$ cat src/rtl/combi_encoder.sv
// combi_encoder: streaming micro-op to machine-word encoder for ARM and RISC-V.
// Each accepted descriptor expands into 1..4 32-bit words presented under
// valid/ready flow control; unencodable descriptors are consumed and flagged.
//
// Ports:
//   clk, rst                 clock, asynchronous active-low reset
//   in_valid / in_ready      descriptor handshake
//   in_arm                   1 = ARM, 0 = RISC-V
//   in_op, in_fn             operation (ALUR/ALUI/LW/SW/LI) and ALU function
//   in_rd, in_rs1, in_rs2    register fields
//   in_imm                   immediate / offset / constant
//   out_valid / out_ready    word handshake
//   out_instr, out_last      encoded word, final word of the descriptor
//   out_arm                  ISA of out_instr
//   err                      one-cycle pulse on an unencodable descriptor
module combi_encoder (
  input  logic               clk,
  input  logic               rst,
  input  logic               in_valid,
  output logic               in_ready,
  input  logic               in_arm,
  input  logic [2:0]         in_op,
  input  logic [2:0]         in_fn,
  input  logic [4:0]         in_rd,
  input  logic [4:0]         in_rs1,
  input  logic [4:0]         in_rs2,
  input  logic signed [31:0] in_imm,
  output logic               out_valid,
  input  logic               out_ready,
  output logic [31:0]        out_instr,
  output logic               out_last,
  output logic               out_arm,
  output logic               err
);

  typedef enum logic {IDLE, EMIT} state_t;

  state_t state, state_nxt;

  logic               arm_p0;
  logic [2:0]         op_p0, fn_p0;
  logic [4:0]         rd_p0, rs1_p0, rs2_p0;
  logic signed [31:0] imm_p0;
  logic [1:0]         cnt, last_idx, cnt_nxt;
  logic               accept, in_bad, load, hs;

  function automatic logic [2:0] rv_f3(input logic [2:0] fn);
    case (fn)
      3'd2:    rv_f3 = 3'b111;
      3'd3:    rv_f3 = 3'b110;
      3'd4:    rv_f3 = 3'b100;
      default: rv_f3 = 3'b000;
    endcase
  endfunction

  function automatic logic [3:0] arm_opc(input logic [2:0] fn);
    case (fn)
      3'd1:    arm_opc = 4'b0010;
      3'd2:    arm_opc = 4'b0000;
      3'd3:    arm_opc = 4'b1100;
      3'd4:    arm_opc = 4'b0001;
      default: arm_opc = 4'b0100;
    endcase
  endfunction

  function automatic logic [31:0] arm_dp(input logic i, input logic [3:0] opc,
                                         input logic [3:0] rn, input logic [3:0] rd,
                                         input logic [11:0] op2);
    arm_dp = {4'hE, 2'b00, i, opc, 1'b0, rn, rd, op2};
  endfunction

  function automatic logic rv_small(input logic signed [31:0] imm);
    rv_small = (imm >= -32'sd2048) && (imm <= 32'sd2047);
  endfunction

  function automatic logic bad_desc(input logic arm, input logic [2:0] op,
                                    input logic [2:0] fn, input logic [4:0] rd,
                                    input logic [4:0] rs1, input logic [4:0] rs2,
                                    input logic signed [31:0] imm);
    bad_desc = 1'b0;
    if (op > 3'd4) bad_desc = 1'b1;
    if ((op <= 3'd1) && (fn > 3'd4)) bad_desc = 1'b1;
    if (arm) begin
      if (rd[4] | rs1[4] | rs2[4]) bad_desc = 1'b1;
      if ((op == 3'd1) && ((imm < 32'sd0) || (imm > 32'sd255))) bad_desc = 1'b1;
      if (((op == 3'd2) || (op == 3'd3)) && ((imm < -32'sd4095) || (imm > 32'sd4095)))
        bad_desc = 1'b1;
    end else begin
      if ((op == 3'd1) && (fn == 3'd1)) bad_desc = 1'b1;
      if ((op >= 3'd1) && (op <= 3'd3) && !rv_small(imm)) bad_desc = 1'b1;
    end
  endfunction

  // Index of the final word: ARM constants always take four byte-wise steps,
  // RISC-V constants need LUI+ADDI only when they do not fit a 12-bit ADDI.
  function automatic logic [1:0] words_m1(input logic arm, input logic [2:0] op,
                                          input logic signed [31:0] imm);
    words_m1 = 2'd0;
    if (op == 3'd4) begin
      if (arm)                words_m1 = 2'd3;
      else if (!rv_small(imm)) words_m1 = 2'd1;
    end
  endfunction

  function automatic logic [31:0] encode(input logic arm, input logic [2:0] op,
                                         input logic [2:0] fn, input logic [4:0] rd,
                                         input logic [4:0] rs1, input logic [4:0] rs2,
                                         input logic signed [31:0] imm,
                                         input logic [1:0] idx);
    logic [11:0] off12;
    logic [19:0] lui20;
    logic [3:0]  ls_rd;
    // Magnitude of the offset; only the low 12 bits matter once range-checked.
    off12 = imm[31] ? (~imm[11:0] + 12'd1) : imm[11:0];
    // LUI upper part pre-compensates for the sign extension of the ADDI low part.
    lui20 = imm[31:12] + {19'd0, imm[11]};
    ls_rd = (op == 3'd3) ? rs2[3:0] : rd[3:0];
    encode = '0;
    if (arm) begin
      case (op)
        3'd0: encode = arm_dp(1'b0, arm_opc(fn), rs1[3:0], rd[3:0], {8'd0, rs2[3:0]});
        3'd1: encode = arm_dp(1'b1, arm_opc(fn), rs1[3:0], rd[3:0], {4'd0, imm[7:0]});
        3'd2, 3'd3:
          encode = {4'hE, 2'b01, 1'b0, 1'b1, ~imm[31], 2'b00, (op == 3'd2),
                    rs1[3:0], ls_rd, off12};
        3'd4: begin
          case (idx)
            2'd0:    encode = arm_dp(1'b1, 4'b1101, 4'd0, rd[3:0], {4'd0, imm[7:0]});
            2'd1:    encode = arm_dp(1'b1, 4'b1100, rd[3:0], rd[3:0], {4'd12, imm[15:8]});
            2'd2:    encode = arm_dp(1'b1, 4'b1100, rd[3:0], rd[3:0], {4'd8, imm[23:16]});
            default: encode = arm_dp(1'b1, 4'b1100, rd[3:0], rd[3:0], {4'd4, imm[31:24]});
          endcase
        end
        default: encode = '0;
      endcase
    end else begin
      case (op)
        3'd0: encode = {(fn == 3'd1) ? 7'b0100000 : 7'b0000000, rs2, rs1, rv_f3(fn),
                        rd, 7'b0110011};
        3'd1: encode = {imm[11:0], rs1, rv_f3(fn), rd, 7'b0010011};
        3'd2: encode = {imm[11:0], rs1, 3'b010, rd, 7'b0000011};
        3'd3: encode = {imm[11:5], rs2, rs1, 3'b010, imm[4:0], 7'b0100011};
        3'd4: begin
          if (rv_small(imm))  encode = {imm[11:0], 5'd0, 3'b000, rd, 7'b0010011};
          else if (idx == 2'd0) encode = {lui20, rd, 7'b0110111};
          else                encode = {imm[11:0], rd, 3'b000, rd, 7'b0010011};
        end
        default: encode = '0;
      endcase
    end
  endfunction

  assign out_valid = (state == EMIT);
  assign hs        = out_valid & out_ready;
  assign in_ready  = (state == IDLE) | (hs & out_last);
  assign accept    = in_valid & in_ready;
  assign in_bad    = bad_desc(in_arm, in_op, in_fn, in_rd, in_rs1, in_rs2, in_imm);
  assign load      = accept & ~in_bad;
  assign cnt_nxt   = cnt + 2'd1;

  always_ff @(posedge clk or negedge rst) begin
    if (!rst) state <= IDLE;
    else      state <= state_nxt;
  end

  always_comb begin
    state_nxt = state;
    case (state)
      IDLE:    if (load) state_nxt = EMIT;
      EMIT:    if (hs && out_last) state_nxt = load ? EMIT : IDLE;
      default: state_nxt = IDLE;
    endcase
  end

  // Stage p0: descriptor held for the whole multi-word expansion
  always_ff @(posedge clk) begin
    if (load) begin
      arm_p0 <= in_arm;
      op_p0  <= in_op;
      fn_p0  <= in_fn;
      rd_p0  <= in_rd;
      rs1_p0 <= in_rs1;
      rs2_p0 <= in_rs2;
      imm_p0 <= in_imm;
    end
  end

  // Output word register: loaded directly from the inputs on accept so word 0
  // is ready the next cycle, then advanced from the held descriptor.
  always_ff @(posedge clk or negedge rst) begin
    if (!rst) begin
      cnt       <= 2'd0;
      last_idx  <= 2'd0;
      out_instr <= '0;
      out_last  <= 1'b0;
      out_arm   <= 1'b0;
      err       <= 1'b0;
    end else begin
      err <= accept & in_bad;
      if (load) begin
        cnt       <= 2'd0;
        last_idx  <= words_m1(in_arm, in_op, in_imm);
        out_instr <= encode(in_arm, in_op, in_fn, in_rd, in_rs1, in_rs2, in_imm, 2'd0);
        out_last  <= (words_m1(in_arm, in_op, in_imm) == 2'd0);
        out_arm   <= in_arm;
      end else if (hs && !out_last) begin
        cnt       <= cnt_nxt;
        out_instr <= encode(arm_p0, op_p0, fn_p0, rd_p0, rs1_p0, rs2_p0, imm_p0, cnt_nxt);
        out_last  <= (cnt_nxt == last_idx);
      end
    end
  end

endmodule

$ cat config.mk
export PLATFORM = sky130hd
export DESIGN_NAME = combi_encoder
export DESIGN_NICKNAME = d
export VERILOG_FILES = /design/src/rtl/combi_encoder.sv
export SDC_FILE = /design/constraint.sdc
export NUM_CORES = 1
export LEC_CHECK = 0
export ABC_AREA = 1
export CORE_ASPECT_RATIO = 1.4
export CORE_MARGIN = 5
export CORE_UTILIZATION = 45
export DETAILED_ROUTE_END_ITERATION = 16
export HOLD_SLACK_MARGIN = 0.06
export PLACE_DENSITY = 0.67
export SLEW_MARGIN = 20
export SYNTH_ARGS = -nofsm -noshare
export SYNTH_HDL_FRONTEND = slang
export SYNTH_SLANG_ARGS = --single-unit
export TNS_END_PERCENT = 100
$ cat constraint.sdc
create_clock -name clk -period 6 [get_ports clk]
set_input_delay 0.9 -clock clk [delete_from_list [all_inputs] [get_ports clk]]
set_output_delay 0.9 -clock clk [all_outputs]
set_load 0.01 [all_outputs]
# [Word-level counts from Yosys, hierarchy flattened]
# Cells that the tools add are included.
[classes] addsub=5 order_cmp=13 n_eq_ne=19 mux=41 bitwise_logic=14 reduce_logical=22
[ops] op="$pmux 32 s5" n=2
[ops] op="$pmux 32 s4" n=2
[ops] op="$mux 32" n=7
[ops] op="$pmux 22 s3" n=1
[ops] op="$ge 32x12->1 const B" n=2
[ops] op="$le 32x12->1 const B" n=2
[ops] op="$add 20x1->20" n=2
[ops] op="$gt 32x13->1 const B" n=1
[ops] op="$gt 32x9->1 const B" n=1
[ops] op="$lt 32x1->1 const B" n=1
[ops] op="$lt 32x13->1 const B" n=1
[ops] op="$pmux 4 s4" n=2
[ops] op="$add 12x1->12 const B" n=2
[ops] op="$eq 3x2->1 const B" n=8
[ops] op="$mux 12" n=2
[ops] op="$not 12->12" n=2
[ops] op="$pmux 3 s3" n=2
[ops] op="$mux 1" n=13
[ops] op="$eq 3x1->1 const B" n=4
[ops] op="$eq 3x3->1 const B" n=4
[ops] op="$mux 6" n=2
[ops] op="$logic_and 1x1->1" n=10
[ops] op="$mux 2" n=5
[ops] op="$mux 4" n=2
[ops] op="other kinds (18)" n=34
[word_totals] register_bits=94

# [Depth between registers and ports, before layout]
[depth] ltp_word=12 ltp_mapped=17

# [Worst setup path before layout]
# Ideal clock, no wire load.
[synth_timing] kind="input-to-reg" startpoint="input port in_imm[0]" endpoint="register arm_p0, enable pin" arrival_ns=2.342 path_slack_ns=3.284 path_stages=10 path_cell_list="inv_1 -> ha_1 -> nand3_1 -> nor2_1 -> nand2_1 -> nand3_1 -> nand3_1 -> nand3_2 -> a21oi_4 -> buf_4"
[synth_between] elab_chain_cells=8
[synth_lines] item="start: declaration" line_no="27" text="input logic signed [31:0] in_imm,"
[synth_lines] item="$lt 32x1->1 (tied with other cells)" line_no="85" text="if ((op == 3'd1) && ((imm < 32'sd0) || (imm > 32'sd255))) bad_desc = 1'b1;"
[synth_lines] item="$logic_or 1x1->1 or $logic_and 1x1->1 (tied branches)" line_no="85, 73"
[synth_lines] item="$logic_and 1x1->1 or $logic_not 1->1 (tied branches)"
[synth_lines] item="$mux 1 or $logic_and 1x1->1 (tied branches)" line_no="85, 90"
[synth_lines] item="$mux 1 (on tied branches)" line_no="86, 90"
[synth_lines] item="$mux 1 (*)" line_no="83" text="if (arm) begin"
[synth_lines] item="$not 1->1 (*)" line_no="158" text="assign load = accept & ~in_bad;"
[synth_lines] item="$and 1x1->1 (*)" line_no="158"
[synth_lines] item="named net load" line_no="45" text="logic accept, in_bad, load, hs;"
[synth_lines] item="end signal: assignment" line_no="178" text="arm_p0 <= in_arm;"
[synth_lines] item="end: declaration" line_no="40" text="logic arm_p0;"
# Mark *: on every way through the listed nets, which the timed path passes. The rest lies on a longest branch.
# A chain may end at the register's enable or synchronous reset.

# [Worst setup path after layout]
[layout_timing] startpoint="input port in_imm[31]" endpoint="register out_instr[0]"
[layout_between] elab_chain_cells=9
[layout_lines] item="$lt 32x1->1 (tied with other cells)" line_no="85"
[layout_lines] item="$logic_or 1x1->1 or $logic_and 1x1->1 (tied branches)" line_no="85, 73"
[layout_lines] item="$logic_and 1x1->1 or $logic_not 1->1 (tied branches)"
[layout_lines] item="$mux 1 or $logic_and 1x1->1 (tied branches)" line_no="85, 90"
[layout_lines] item="$mux 1 (on tied branches)" line_no="86, 90"
[layout_lines] item="$mux 1" line_no="83"
[layout_lines] item="$not 1->1" line_no="158"
[layout_lines] item="$and 1x1->1" line_no="158"
[layout_lines] item="$mux 32 or $reduce_bool 2->1 (tied branches)"
[layout_lines] item="end signal: assignment" line_no="203" text="out_instr <= encode(in_arm, in_op, in_fn, in_rd, in_rs1, in_rs2, in_imm, 2'd0);"
[layout_lines] item="end signal: assignment" line_no="208" text="out_instr <= encode(arm_p0, op_p0, fn_p0, rd_p0, rs1_p0, rs2_p0, imm_p0, cnt_nxt);"
[layout_lines] item="end: declaration" line_no="30" text="output logic [31:0] out_instr,"
# Parallel ways exist; a longest one is shown, timed or not.

==> Flow_metrics.wiki <==
{| class="wikitable"
! Metric !! Value
|-
| Crit path arrival time || 3.76 ns
|-
| Required time worst endpoint || 6.28 ns
|-
| 1st-pass router iterations || 6
|-
| Area leader, netlist || sky130_fd_sc_hd__edfxtp_1
|-
| Tightest slew margin relative to the limit || 36.4%
|-
| Post-layout minimum cycle time || 3.49 ns
|-
| Met3 demand-to-capacity share in global routing || 3.54%
|-
| Total congestion overflow after global routing || 0
|-
| Share of flip-flops with an asynchronous set or reset || 42.6%
|-
| Synth-to-Final Area Change || 17.2%
|-
| Setup-failing EPs final || 0
|-
| Antenna diode count || 0
|-
| Cells taking the most area after synthesis || sky130_fd_sc_hd__edfxtp_1, sky130_fd_sc_hd__nand2_1, sky130_fd_sc_hd__dfrtp_1, sky130_fd_sc_hd__nand3_1, sky130_fd_sc_hd__inv_1
|-
| Post-synthesis cell area || 0.00784 mm2
|-
| Switching Share || 38.6%
|-
| Initial antenna violation count || 0
|-
| Transition at the pin with the smallest max-transition slack || 0.954 ns
|-
| Fillers || 1,826
|-
| Result of the run || finished, final reports clean
|-
| Crit-path leading delay family || simple AND/OR/NAND/NOR gates
|-
| TritonCTS clock tree || yes
|-
| Setup TNS after final layout || 0 ns
|-
| Type of the most critical hold path || flop to flop
|-
| Number of post-CTS setup repair buffers || 0
|-
| TritonCTS sink count || 94
|-
| Relative contribution of the clock network to total power || 22.1%
|-
| Post-cts repair resize count || 0
|-
| Sequence of cells on the critical path || clkdlybuf4s50_1 > nor2_1 > nand3_1 > nor2_1 > nand4_2 > nand3_2 > nand2_4 > a21oi_4 > buf_4 > o21ai_0 > nand2_1 > nand2_1 > nand2_1
|-
| Flops & latches, synth || 94
|-
| Starting density of the core || 45.4%
|-
| Maximum vdd drop || 0.225 mV
|-
| Busiest grt layer || met2
|-
| Largest net degree at the start of global routing || 50
|-
| Dpl hpwl || 25,800 um
|-
| Routability congestion estimate || 1.06
|-
| H-tree levels || 3
|-
| Max-slew violation count || 0
|-
| Floorplan die width || 122 um
|-
| Portion of the post-synthesis area used by sequential elements || 33.4%
|-
| Classification of the worst setup path || input port to flop
|-
| Count of vias placed by the detailed router || 8,772
|-
| Std-Cell Rows || 57
|-
| Switching pwr || 957 uW
|-
| Number of cells on the worst reg-to-reg path || 14
|-
| Largest fanout of any net on the critical path || 29
|-
| Cell internal pwr || 1.53 mW
|-
| Synth unique cells || 50
|-
| Critical Path Start Type || input port
|-
| First-pass GRT wire length || 49,000 um
|-
| Number of vias per cell after detailed routing || 5.80
|-
| Critical Path End Type || flop
|-
| Critical Path Max Stage Delay || 0.74 ns
|-
| Power density over the cells || 270 mW/mm2
|-
| Clock insertion delay at the later pin of the skew report || 0.34 ns
|-
| Startpoint of the lowest-slack register-to-register path || imm_p0[31]
|-
| Count of cells along the worst hold path || 2
|-
| Number of warnings issued by yosys || 0
|-
| Syn Nets || 1,270
|-
| Master of the slowest instance on the critical path || sky130_fd_sc_hd__clkdlybuf4s50_1
|-
| Input/output buffers || 94
|-
| Least setup slack across all paths after layout || 2.51 ns
|-
| Number of synthesized flops with an enable pin || 54
|-
| Worst R2R Setup Slack || 3.06 ns
|-
| Average size of a mapped cell || 6.53 um2
|-
| Startpoint of the lowest-slack hold path || out_instr[31]
|-
| Fraction of power consumed by combinational cells || 39.4%
|-
| Post-Synthesis Cells || 1,201
|-
| Number of hold violations in the final report || 0
|-
| Boundary Pins || 95
|-
| Final-layout worst hold slack || 0.477 ns
|-
| Routed WL per cell || 21.1 um
|-
| Clock-pin slew reported for the worst setup and hold paths after clock tree synthesis || 0.07 ns
|-
| Period utilisation layout || 58.1%
|-
| FF+latch area || 0.00262 mm2
|-
| Number of buffer and inverter instances along the worst setup path || 2
|-
| End-of-flow core utilization || 53.3%
|-
| Leakage dissipation || 4.16 nW
|-
| Global router's overall resource usage || 31.7%
|-
| Setup repair after global routing missed its margin || false
|-
| Number of DRC violations after detailed routing || 0
|-
| Sum of routed wire length over all layers || 31,900 um
|-
| Footprint of the multi-input gates || 0.00451 mm2
|-
| Peak Freq || 0.287 GHz
|-
| Max Clock Skew || 0.00720 ns
|-
| Cts-stage hold buffer count || 0
|-
| DP Worst Slack || 2.24 ns
|-
| Number of cells in the design after placement || 1,497
|-
| Capture point of the worst reg-to-reg path || out_instr[28]
|-
| Number of buffers created by CTS || 9
|-
| Number of buffers on the longest clock path || 2
|-
| First DRT Iteration DRCs || 1,020
|-
| Met1 track demand over resource || 39.4%
|-
| Die H || 166 um
|-
| Root buf cell || sky130_fd_sc_hd__clkbuf_16
|-
| Hold Crit Endpoint || out_instr[31]
|-
| Non-filler cells in the finished layout || 1,513
|-
| Final layout net count || 1,341
|-
| Cell repeated most along the worst path || sky130_fd_sc_hd__nand2_1
|-
| Fraction of layout instances using a drive strength above 1 || 4.23%
|-
| Post-synth top area share || 20.7%
|-
| Remaining antenna violation count after routing || 0
|-
| Number of maximum-capacitance constraint violations || 0
|-
| Sequential share of power || 38.4%
|-
| Flip-flop cell with the highest count after synthesis || sky130_fd_sc_hd__edfxtp_1
|-
| Met2 Use GR || 52.1%
|-
| Area inside the core boundary || 0.0173 mm2
|-
| Die Footprint || 0.0202 mm2
|-
| Via count of the first global-routing pass || 8,457
|}
-- final cells by class --
class / count / area share [%]
clock buffers: 10 / 2.49
clock inverters: 6 / 0.585
inverters: 133 / 5.49
multi-input cells: 936 / 49.1
flip-flops and latches: 94 / 28.5
well taps: 236 / 3.21
repair buffers: 98 / 10.6
-- sequential cells by signal, summed over array words and instances, names as in the netlist, 2 cells and up --
signal     count
last_idx       2
cnt            2
rs1_p0         5
imm_p0        32
rd_p0          5
fn_p0          3
out_instr     32
op_p0          3
rs2_p0         5
-- metrics by stage --
stage | power [mW] | area (um2)
after floorplan | 1.45 | 7840
after global placement | 1.93 | 8910
after detailed placement | 1.93 | 8910
after CTS | 2.48 | 9190
after global routing | 2.62 | 9190
final | 2.48 | 9190
-- power groups by stage --
stage	logic [mW]	clock network [mW]	registers (mW)
after floorplan	0.491	0	0.961
after global placement	0.965	0	0.966
after detailed placement	0.969	0	0.965
after CTS	0.972	0.556	0.953
after global routing	1.07	0.583	0.969
final	0.979	0.550	0.954
-- how the worst max path moves through the flow --
stage,from,endpoint,cells past startpoint
5_1_grt,in_imm[31],out_instr[0],13
6_report,in_imm[31],out_instr[0],13
2_1_floorplan,in_imm[0],arm_p0,10
3_3_place_gp,in_imm[1],out_instr[13],15
4_1_cts,in_imm[31],out_instr[0],13
3_5_place_dp,in_imm[31],out_instr[0],13
-- cells by family after synthesis --
kind of cell / Yosys count / share of synthesized area, %
fa+ha+maj: 11 / 1.75
buf+inv: 171 / 9.08
simple gates: 697 / 37.7
xor+xnor: 26 / 2.90
flops: 94 / 33.4
compound gates: 202 / 15.2
-- cells in the mapped netlist, types with 2 or more instances --
cell type                    n
sky130_fd_sc_hd__nor2_4      2
sky130_fd_sc_hd__nand4_1    15
sky130_fd_sc_hd__a31oi_1     3
sky130_fd_sc_hd__nand3_1   110
sky130_fd_sc_hd__nand2_4     3
sky130_fd_sc_hd__o211ai_1   19
sky130_fd_sc_hd__nand2_2     4
sky130_fd_sc_hd__o21ai_0    84
sky130_fd_sc_hd__buf_4       5
sky130_fd_sc_hd__nor2_2      7
sky130_fd_sc_hd__inv_1     126
sky130_fd_sc_hd__dfrtp_1    40
sky130_fd_sc_hd__xor2_1     23
sky130_fd_sc_hd__a211oi_1    6
sky130_fd_sc_hd__a21boi_0    2
sky130_fd_sc_hd__nand3_2     5
sky130_fd_sc_hd__nand2_1   420
sky130_fd_sc_hd__a32oi_1     3
sky130_fd_sc_hd__buf_1       2
sky130_fd_sc_hd__a221oi_1    2
sky130_fd_sc_hd__o21ai_1     5
sky130_fd_sc_hd__o221ai_1    4
sky130_fd_sc_hd__nor3_2      2
sky130_fd_sc_hd__ha_1       11
sky130_fd_sc_hd__nor3_1     10
sky130_fd_sc_hd__edfxtp_1   54
sky130_fd_sc_hd__a21oi_1    45
sky130_fd_sc_hd__o22ai_1    14
sky130_fd_sc_hd__buf_6       5
sky130_fd_sc_hd__nor2_1    114
sky130_fd_sc_hd__inv_2       5
sky130_fd_sc_hd__a22oi_1     4
sky130_fd_sc_hd__buf_2       7
sky130_fd_sc_hd__o21bai_1    4
sky130_fd_sc_hd__xnor2_1     3
sky130_fd_sc_hd__clkbuf_1   19
-- layout by cell type, fill, tap and decap left out, drive strengths merged --
cell           count
o22ai             14
clkinv             1
nand3            115
or2                2
a21oi             46
a21boi             2
o31ai              1
o221ai             4
a211oi             7
inv              137
xnor2              3
a32oi              3
nor3              13
a22oi              4
nand4             16
ha                11
a31oi              3
clkinvlp           1
clkdlybuf4s50     93
nand2            428
a221oi             2
xor2              23
a22o               1
o2111ai            1
o21bai             4
a311oi             1
buf                5
a21o               1
o21ai             89
nor2             123
o211ai            19
dfrtp             40
edfxtp            54
clkbuf            10
-- tightest hold or removal path, stage by stage (launching register included) --
cell,delay [ns]
sky130_fd_sc_hd__dfrtp_1,0.34
sky130_fd_sc_hd__nand2_1,0.05
sky130_fd_sc_hd__nand2_1,0.05
-- per-layer routing --
layer	wire length [um]	share of wire, %	up-vias
li1	-	-	4114
met1	12200	38	4059
met2	15400	48	469
met3	2120	6.6	130
met4	2210	6.9	0
met5	0	0	-
(Power assumes the default switching activity.)
